**config.mk**
```make
export PLATFORM = sky130hd
export DESIGN_NAME = pipe_addsub_flat
export DESIGN_NICKNAME = d
export VERILOG_FILES = /design/src/rtl/pipe_addsub_if.sv /design/src/rtl/pipe_addsub.sv /design/src/flat_wrapper.sv
export SDC_FILE = /design/constraint.sdc
export NUM_CORES = 1
export LEC_CHECK = 0
export CAP_MARGIN = 10
export CORE_MARGIN = 2
export CORE_UTILIZATION = 30
export DETAILED_ROUTE_END_ITERATION = 6
export GPL_ROUTABILITY_DRIVEN = 0
export GPL_TIMING_DRIVEN = 0
export PLACE_DENSITY = 0.6
export SYNTH_ARGS = -nofsm -noshare
export SYNTH_HDL_FRONTEND = slang
export SYNTH_SLANG_ARGS = --single-unit
export TNS_END_PERCENT = 1
```
**constraint.sdc**
```tcl
create_clock -name Clock -period 2.5 [get_ports Clock]
set_input_delay 0.25 -clock Clock [delete_from_list [all_inputs] [get_ports Clock]]
set_output_delay 0.25 -clock Clock [all_outputs]
set_load 0.01 [all_outputs]
```
**src/rtl/pipe_addsub_if.sv**
```systemverilog
// Handshake and datapath bundle for pipe_addsub: operand beat in, result beat out.
interface pipe_addsub_if #(
    parameter int WIDTH = 32
);
    logic             in_valid;
    logic             in_ready;
    logic [WIDTH-1:0] A;
    logic [WIDTH-1:0] B;
    logic             CI;
    logic             Sub;
    logic             out_valid;
    logic             out_ready;
    logic [WIDTH-1:0] S;
    logic             CO;
    logic             OV;

    modport master (
        output in_valid, A, B, CI, Sub, out_ready,
        input  in_ready, out_valid, S, CO, OV
    );

    modport slave (
        input  in_valid, A, B, CI, Sub, out_ready,
        output in_ready, out_valid, S, CO, OV
    );
endinterface

```
**src/rtl/pipe_addsub.sv**
```systemverilog
// Pipelined adder/subtractor: carry ripples one WIDTH/STAGES chunk per stage,
// with a single global stall so the whole pipe holds while the result is refused.
module pipe_addsub #(
    parameter int WIDTH  = 32,
    parameter int STAGES = 4
) (
    input logic          Clock,
    input logic          Reset,
    pipe_addsub_if.slave bus
);
    localparam int CW = WIDTH / STAGES;
    localparam int L  = STAGES - 1;

    logic advance_s;
    logic ov_q;

    assign advance_s    = !g_stage[L].v_q || bus.out_ready;
    assign bus.in_ready = advance_s && !Reset;

    for (genvar k = 0; k < STAGES; k++) begin : g_stage
        localparam int LO = k * CW;
        localparam int NX = (k + 1) * CW;

        // Operand bits below LO are already consumed, so each stage only sees the upper part.
        logic [WIDTH-1:LO] a_in_s;
        logic [WIDTH-1:LO] b_in_s;
        logic              c_in_s;
        logic              v_in_s;
        logic [CW:0]       sum_s;
        logic [NX-1:0]     s_d;
        logic [NX-1:0]     s_q;
        logic              c_q;
        logic              v_q;

        if (k == 0) begin : g_in
            assign a_in_s = bus.A;
            assign b_in_s = bus.Sub ? ~bus.B : bus.B;
            assign c_in_s = bus.Sub ? ~bus.CI : bus.CI;
            assign v_in_s = bus.in_valid;
            assign s_d    = sum_s[CW-1:0];
        end else begin : g_in
            assign a_in_s = g_stage[k-1].g_fwd.a_q;
            assign b_in_s = g_stage[k-1].g_fwd.b_q;
            assign c_in_s = g_stage[k-1].c_q;
            assign v_in_s = g_stage[k-1].v_q;
            assign s_d    = {sum_s[CW-1:0], g_stage[k-1].s_q};
        end

        assign sum_s = {1'b0, a_in_s[LO +: CW]} + {1'b0, b_in_s[LO +: CW]} + {{CW{1'b0}}, c_in_s};

        // Stage register: partial sum, chunk carry and valid, held on stall.
        always_ff @(posedge Clock) begin
            if (Reset) begin
                s_q <= '0;
                c_q <= 1'b0;
                v_q <= 1'b0;
            end else if (advance_s) begin
                s_q <= s_d;
                c_q <= sum_s[CW];
                v_q <= v_in_s;
            end else begin
                s_q <= s_q;
                c_q <= c_q;
                v_q <= v_q;
            end
        end

        if (k < L) begin : g_fwd
            logic [WIDTH-1:NX] a_q;
            logic [WIDTH-1:NX] b_q;

            // Skew the not-yet-added operand chunks forward alongside the partial sum.
            always_ff @(posedge Clock) begin
                if (Reset) begin
                    a_q <= '0;
                    b_q <= '0;
                end else if (advance_s) begin
                    a_q <= a_in_s[WIDTH-1:NX];
                    b_q <= b_in_s[WIDTH-1:NX];
                end else begin
                    a_q <= a_q;
                    b_q <= b_q;
                end
            end
        end
    end

    // Overflow is resolved in the stage that adds the top chunk, where the sign bits still live.
    always_ff @(posedge Clock) begin
        if (Reset) begin
            ov_q <= 1'b0;
        end else if (advance_s) begin
            ov_q <= (g_stage[L].a_in_s[WIDTH-1] == g_stage[L].b_in_s[WIDTH-1])
                 && (g_stage[L].s_d[WIDTH-1] != g_stage[L].a_in_s[WIDTH-1]);
        end else begin
            ov_q <= ov_q;
        end
    end

    assign bus.S         = g_stage[L].s_q;
    assign bus.CO        = g_stage[L].c_q;
    assign bus.OV        = ov_q;
    assign bus.out_valid = g_stage[L].v_q;
endmodule

```
**src/flat_wrapper.sv**
```systemverilog
// flat-port wrapper written by rule: the top's interface ports become plain ports
module pipe_addsub_flat 
#(
    parameter int WIDTH  = 32,
    parameter int STAGES = 4
)
  (Clock, Reset, bus_in_valid, bus_A, bus_B, bus_CI, bus_Sub, bus_out_ready, bus_in_ready, bus_out_valid, bus_S, bus_CO, bus_OV);
  pipe_addsub_if #(.WIDTH(WIDTH)) bus_i ();
  input logic Clock;
  input logic Reset;
  input wire logic [$bits(bus_i.in_valid)-1:0] bus_in_valid;
  input wire logic [$bits(bus_i.A)-1:0] bus_A;
  input wire logic [$bits(bus_i.B)-1:0] bus_B;
  input wire logic [$bits(bus_i.CI)-1:0] bus_CI;
  input wire logic [$bits(bus_i.Sub)-1:0] bus_Sub;
  input wire logic [$bits(bus_i.out_ready)-1:0] bus_out_ready;
  output wire logic [$bits(bus_i.in_ready)-1:0] bus_in_ready;
  output wire logic [$bits(bus_i.out_valid)-1:0] bus_out_valid;
  output wire logic [$bits(bus_i.S)-1:0] bus_S;
  output wire logic [$bits(bus_i.CO)-1:0] bus_CO;
  output wire logic [$bits(bus_i.OV)-1:0] bus_OV;
  assign bus_i.in_valid = bus_in_valid;
  assign bus_i.A = bus_A;
  assign bus_i.B = bus_B;
  assign bus_i.CI = bus_CI;
  assign bus_i.Sub = bus_Sub;
  assign bus_i.out_ready = bus_out_ready;
  assign bus_in_ready = bus_i.in_ready;
  assign bus_out_valid = bus_i.out_valid;
  assign bus_S = bus_i.S;
  assign bus_CO = bus_i.CO;
  assign bus_OV = bus_i.OV;
  pipe_addsub #(.WIDTH(WIDTH), .STAGES(STAGES)) u_core (.Clock(Clock), .Reset(Reset), .bus(bus_i));
endmodule
```
* Word-level counts from Yosys, hierarchy flattened *
Cells that the tools add are included.

storage, ports and cells
  flip-flop bits (word level) = 185
  bits of input ports = 70
  output and inout port bits = 36
  logic and storage cells = 38

cells by class
  add/sub/neg operators = 8
  eq/ne operators = 2
  muxes and demuxes = 2
  bitwise gates (word level) = 2
  reductions and logical operators = 5

operators by type and width
  operator               count
  adder 8 x 8 -> 9 bit   4
  adder 9 x 1 -> 9 bit   4
  2-to-1 mux 32 bit      1
  inverter 32 bit        1
  logical AND 1 bit      2
  logical NOT 1 bit      2
  equality test 1 bit    1
  logical OR 1 bit       1
  2-to-1 mux 1 bit       1
  inequality test 1 bit  1
  inverter 1 bit         1

* Logic depth before layout (Yosys ltp) *
Gate-level depths: netlist (run 1).

  word-level depth = 4
  depth in mapped cells = 9
  gate-level depth less buffers = 7

* Least setup slack after synthesis (run 1) *
No wires, ideal clock.

  path kind = in2reg
  from = input bus_Sub
  to = register u_core.g_stage[0].c_q
  setup time = 116 ps
  arrival = 2364 ps
  slack = 20 ps
  cell stages on the path = 9
  buffers on the path = 2
  path through = buf_2 buf_4 xor2_1 fa_1 fa_1 a21o_1 a211oi_1 o2111ai_1 and3b_1

on the way
  longest elaborated chain between the ends = 3
  elaborated cells between the ends (all ways) = 4
  classes of those cells = 2 x add/sub; 2 x mux

RTL lines
  item                      line                source
  start, declared           flat_wrapper.sv:15  input wire logic [$bits(bus_i.Sub)-1:0] bus_Sub;
  2-to-1 mux 32 bit         pipe_addsub.sv:37   assign b_in_s = bus.Sub ? ~bus.B : bus.B;
  adder 8 x 8 -> 9 bit      pipe_addsub.sv:49   assign sum_s = {1'b0, a_in_s[LO +: CW]} + {1'b0, b_in_s[LO +: CW]} + {{CW{1'b0}}, c_in_s};
  adder 9 x 1 -> 9 bit (*)  pipe_addsub.sv:49
  end signal, assigned      pipe_addsub.sv:59   c_q <= sum_s[CW];
  end signal, assigned      pipe_addsub.sv:63   c_q <= c_q;
  end, declared             pipe_addsub.sv:32   logic c_q;

Every way passes the cells marked *; elsewhere a longest branch is shown, timed or not.
A chain may end at the register's enable or synchronous reset.

* Worst setup path in the final report (run 1) *
  from = input bus_out_ready
  to = output bus_in_ready

on the way
  longest elaborated chain between the ends = 2

RTL lines
  item               line                source
  start, declared    flat_wrapper.sv:16  input wire logic [$bits(bus_i.out_ready)-1:0] bus_out_ready;
  logical OR 1 bit   pipe_addsub.sv:17   assign advance_s = !g_stage[L].v_q || bus.out_ready;
  logical AND 1 bit  pipe_addsub.sv:18   assign bus.in_ready = advance_s && !Reset;
  end, declared      flat_wrapper.sv:17  output wire logic [$bits(bus_i.in_ready)-1:0] bus_in_ready;

Every way passes these cells.

==> results of run 1 <==
-- cells by family (layout without fill, tap and decap cells) --
kind of cell,count (synthesis),after routing,share of synthesized area
compound gates,250,250,0.182
xor+xnor,39,39,0.0425
fa+ha+maj,36,36,0.0635
buf+inv,81,216,0.0486
flops,185,185,0.461
simple gates,386,386,0.202
-- sequential cells by signal, indices dropped and copies added (netlist names) --
| name | count |
|---|---|
| u_core.bus.out_valid | 1 |
| u_core.g_stage.g_fwd.b_q | 48 |
| u_core.g_stage.c_q | 3 |
| u_core.g_stage.v_q | 3 |
| u_core.bus.OV | 1 |
| u_core.bus.S | 32 |
| u_core.bus.CO | 1 |
| u_core.g_stage.s_q | 48 |
| u_core.g_stage.g_fwd.a_q | 48 |
-- metal layers --
metal / up-vias / share of wire
met2: 191 / 0.45
li1: 3561 / -
met4: 2 / 0.012
met5: - / 0.00053
met3: 22 / 0.052
met1: 3195 / 0.48
-- worst max-delay path: cells and delay by family --
family,cells,cell delay (ns)
buffers and inverters,5,1.58
and+or+nand+nor,2,0.32
-- power breakdown --
group	switching [mW]	internal, mW	total [mW]
logic	0.426	0.390	0.817
registers	0.123	3.14	3.27
clock network	1.20	1.39	2.59
total	1.75	4.92	6.68
-- layout make-up --
cell class              instances  share of cell area
well taps                     335              0.0417
clock inverters                12              0.0118
clock buffers                  20              0.0435
multi-input cells             711               0.393
inverters                      12             0.00448
repair buffers                103               0.103
plain buffers                  69              0.0344
flip-flops and latches        185               0.369
-- cells in the final DEF (no fill, tap or decap), drive strengths merged, types with 9 or more instances in the layout --
master	count
nand2	274
dfxtp	185
a21oi	154
clkdlybuf4s50	103
buf	60
nand3	34
a211oi	34
nor2	32
clkbuf	29
ha	28
xnor2	26
o21ai	25
inv	15
xor2	13
o21a	9
-- what timing repair did --
item,4_1_cts,5_1_grt
setup buffers,0,0
endpoints found under the setup margin,1,0
gates resized for setup,1,0
hold endpoints to repair,0,0
-- worst max-delay path by stage --
stage             startpoint                    end  cells after the start  slack, ns
2_1_floorplan        bus_Sub  u_core.g_stage[0].c_q                      9       0.02
4_1_cts        bus_out_ready           bus_in_ready                      7       0.08
6_report       bus_out_ready           bus_in_ready                      7       0.09
3_5_place_dp         bus_Sub  u_core.g_stage[0].c_q                      9      -0.26
3_3_place_gp         bus_Sub  u_core.g_stage[0].c_q                      9      -0.27
5_1_grt        bus_out_ready           bus_in_ready                      7       0.01
==> impl_metrics.yaml, run 1 <==
status:
  status: "finished, final reports clean"
clocking:
  ctsHoldBuffers: 0
  insertion_delay_ns: 0.44
  cts_sinks: 185
  cts_tree: "done"
  clk_pin_slew_ns: 0.07
  numCtsBuffers: 17
  clockBufferDepth: 2
  cts-root-buf: "clkbuf_16"
  cts.htree.levels: 4
timing:
  grt_setup_unrepaired: "false"
  fin_crit_sh: 0.965
  clock.fmax_ghz: 0.414
  fin_hold_ws_ns: 0.279
  setup_slack_ns: 0.0874
  max_slew.worst_pin.slew_ns: 0.752
  setup_tns_ns: 0
  finalSetupViolCount: 0
  min_period_ns: 2.41
  hold_viol: 0
  slew_violations: 0
  finalClockSkew_ns: 0.00876
  relSlewSlack: 0.499
setup_path:
  worstPathRequired_ns: 2.25
  r2r_slack_ns: 0.28
  crit_path_top_delay_cell: "clkdlybuf4s50_1"
  cp.arrival_ns: 2.16
  cp-start-kind: "primary input"
  crit_path_end_kind: "output pin"
  rr_endpoint: "u_core.g_stage[2].s_q[20]"
  cp_max_fo: 10
  path_cells: "clkdlybuf4s50_1 -> nand2b_1 -> buf_4 -> buf_4 -> nand2_2 -> inv_1 -> clkdlybuf4s50_1"
  reg2regPathDepth: 6
  path_class: "in2out"
  reg2reg_from: "u_core.g_stage[1].g_fwd.b_q[16]"
  crit_path_max_incr_delay_ns: 0.55
layout:
  diodes: 0
  post_route_cells_drive_above_1_share: 0.0782
  final_cell_count_no_fill: 1447
  final_nets: 1205
  final-seq-area_mm2: 0.00370
  final_util: 0.383
  multi_input_area_mm2: 0.00395
  final_area_mm2: 0.0100
  nFillCells: 2718
  area_growth_pct: 25.0
die:
  rows: 59
  io_pins: 106
  initial_core_util: 0.307
  die_x_um: 168
  core_mm2: 0.0262
  die_area_mm2: 0.0281
  die_h_um: 168
pwr:
  ir_worst_vdd_uv: 362
  leakagePower_nw: 3.84
  power_mw: 6.68
  powerDensity_mw_per_mm2: 664
detailed_routing:
  viasPerCell: 4.82
  drc: 0
  routed_wl_um: 22600
  ant_nets: 0
  drtPass1Iterations: 5
  drtIter0Drc: 453
  wire_per_inst_um: 15.6
  num_vias: 6971
global_routing:
  met1_usage: 0.222
  grt_pass1_vias: 6616
  track_usage: 0.162
  grt_pass1_wl_um: 35900
  gr-usage-met2: 0.263
  grtUsageMet3: 0.0333
  grt_max_degree: 17
  grt_remaining_overflow: 0
  antenna_found_initial: 1
  grt_busiest_layer: "met2"
yosys:
  syn-num-nets: 1083
  ys_seq_area_frac: 0.461
  netlist.top_cell.by_area: "dfxtp_1"
  synthTopCellsByArea: "dfxtp_1, nand2_1, a21oi_1, ha_1, a211oi_1"
  synth_cells: 977
  synth_commonest_cells: "nand2_1, dfxtp_1, a21oi_1"
  synth_edf_count: 0
  synthFlopType: "dfxtp_1"
  netlist.area_leader.share: 0.461
  avgSynthCellArea_um2: 8.23
  ys_ff_latch: 185
  syn_area_mm2: 0.00804
  synth.most_common_cell: "nand2_1"
  yosysWarningCount: 0
  async_flop_share: 0
  synth.distinct_cells: 47
hold_path:
  min_to: "u_core.g_stage[0].g_fwd.b_q[10]"
  hold_depth: 3
  hold_class: "in2reg"
  worstHoldStart: "bus_Sub"
placed_design:
  dp.final_hpwl_um: 17300
  portBuffers: 103
  postPlaceCellArea_mm2: 0.00949
  place_ws_ns: -0.262
  place_inst: 1415
job:
  cap_violations: 0
Power figures use the tool's default switching activity.
==> run 2: changes to the inputs <==
- CORE_MARGIN: 2 -> 10
- CTS_CLUSTER_SIZE: unset -> 25
==> impl_metrics.yaml, run 2 (synthesized netlist as in run 1, its figures left out) <==
status:
  status: "finished, final reports clean"
setup_path:
  path_delay_family: "buffers and inverters"
  path_cells: "clkdlybuf4s50_1 -> nand2b_1 -> buf_4 -> buf_4 -> nand2_2 -> inv_1 -> clkdlybuf4s50_1"
  cp.arrival_ns: 2.12
  crit_end: "bus_in_ready"
  worstPathRequired_ns: 2.25
  cp_max_fo: 10
  r2r_slack_ns: 0.34
  crit_path_end_kind: "output pin"
  crit_path_max_incr_delay_ns: 0.54
  path_class: "in2out"
  rr_endpoint: "u_core.g_stage[2].s_q[20]"
  critPathBufInv: 5
  crit_start: "bus_out_ready"
  reg2regPathDepth: 6
  critical_path_cell_count: 7
  crit_path_top_delay_cell: "clkdlybuf4s50_1"
  reg2reg_from: "u_core.g_stage[1].g_fwd.b_q[16]"
  cp-start-kind: "primary input"
timing:
  slew_violations: 0
  fin_hold_ws_ns: 0.276
  finalClockSkew_ns: 0.0152
  max_slew.worst_pin.slew_ns: 0.655
  min_period_ns: 2.37
  finalSetupViolCount: 0
  grt_setup_unrepaired: "false"
  fin_crit_sh: 0.949
  relSlewSlack: 0.563
  hold_viol: 0
  setup_tns_ns: 0
  clock.fmax_ghz: 0.421
pwr:
  power_mw: 6.99
  ir_worst_vdd_uv: 488
  leakagePower_nw: 3.87
  powerDensity_mw_per_mm2: 690
  power.share.sequential: 0.467
  p_comb_frac: 0.117
  p_clk_frac: 0.415
  power.net_switching_mw: 1.84
  p_int_mw: 5.15
  p_sw_frac: 0.264
detailed_routing:
  wire_per_inst_um: 16.2
  drtIter0Drc: 361
  drc: 0
  ant_nets: 0
  drtPass1Iterations: 5
  routed_wl_um: 23400
  num_vias: 6946
  viasPerCell: 4.80
placed_design:
  dp.final_hpwl_um: 18100
  portBuffers: 103
  postPlaceCellArea_mm2: 0.00949
  place_inst: 1415
die:
  io_pins: 106
  die_area_mm2: 0.0337
  initial_core_util: 0.307
  rows: 59
  die_h_um: 184
  core_mm2: 0.0262
  die_x_um: 184
job:
  cap_violations: 0
global_routing:
  grt_max_degree: 19
  grt_remaining_overflow: 0
  grt_pass1_vias: 6890
  antenna_found_initial: 0
  grt_pass1_wl_um: 37100
  track_usage: 0.140
layout:
  final_nets: 1205
  diodes: 0
  final_cell_count_no_fill: 1447
  post_route_cells_drive_above_1_share: 0.0809
  final_area_mm2: 0.0101
  layout_commonest_cell: "nand2_1"
  top_regs: "u_core.g_stage.g_fwd.a_q (48), u_core.g_stage.g_fwd.b_q (48), u_core.g_stage.s_q (48)"
  mostFrequentLayoutCells: "nand2_1, dfxtp_1, a21oi_1"
  area_growth_pct: 25.9
hold_path:
  hold_class: "in2reg"
  hold_depth: 3
clocking:
  insertion_delay_ns: 0.45
  cts_tree: "done"
  clk_pin_slew_ns: 0.07
  numCtsBuffers: 17
  cts.htree.levels: 4
  cts-root-buf: "clkbuf_16"
  cts_resized: 1
  post_cts_buffers: 0
  ctsHoldBuffers: 0
  cts_sinks: 185
  clockBufferDepth: 2
## run 2: cell count changes in the layout (fill, tap and decap cells not counted), sizes merged
cell / before / now
clkbuf: 29 / 26
inv: 15 / 18
bufinv: 1 / 3
clkinv: 6 / 4
## run 2: worst min path at each step
stage	from	endpoint
after floorplan	bus_A[10]	u_core.g_stage[0].g_fwd.a_q[10]
after global placement	u_core.g_stage[2].s_q[5]	u_core.g_stage[2].s_q[5]
after detailed placement	u_core.bus.S[0]	u_core.bus.S[0]
after CTS	bus_Sub	u_core.g_stage[0].g_fwd.b_q[10]
after global routing	bus_Sub	u_core.g_stage[0].g_fwd.b_q[8]
final	bus_Sub	u_core.g_stage[0].g_fwd.b_q[10]
## run 2: final cells by class
type                       instances  area, um^2
buffer                            69         345
clock buffer                      17         425
clock inverter                    15         205
fill                            2713       16100
inverter                          12        45.0
multi-input combinational        711        3950
sequential                       185        3700
tap                              335         419
timing repair buffer             103        1030
## run 2: worst register-to-register path, stage by stage, from the launching register on
cell and delay, ns:
dfxtp_1 0.33, fa_1 0.46, fa_1 0.42, a21o_1 0.20, a21oi_1 0.18, xor2_1 0.37
o21ai_1 0.10
## run 2: power groups by stage
stage               clock network [mW]  registers (mW)  logic [mW]
floorplan                            0            3.30       0.492
global route                      3.06            3.28       0.917
detailed placement                   0            3.33       0.819
global placement                     0            3.33       0.809
finish                            2.90            3.26       0.820
CTS                               2.92            3.26       0.825
## run 2: routing by layer
layer / track usage / wire length, um / vias up
li1: - / - / 3569
met1: 0.185 / 11200 / 3198
met2: 0.222 / 10600 / 159
met3: 0.0360 / 1360 / 20
met4: 0.0357 / 244 / 0
met5: 0 / 0 / -
## run 2: stage by stage
| stage | setup slack, ns | util |
|---|---|---|
| after floorplan | 0.0199 | - |
| after global placement | -0.288 | 0.362 |
| after detailed placement | -0.336 | 0.362 |
| after CTS | 0.112 | 0.386 |
| after global routing | 0.00340 | 0.386 |
| final | 0.127 | 0.386 |
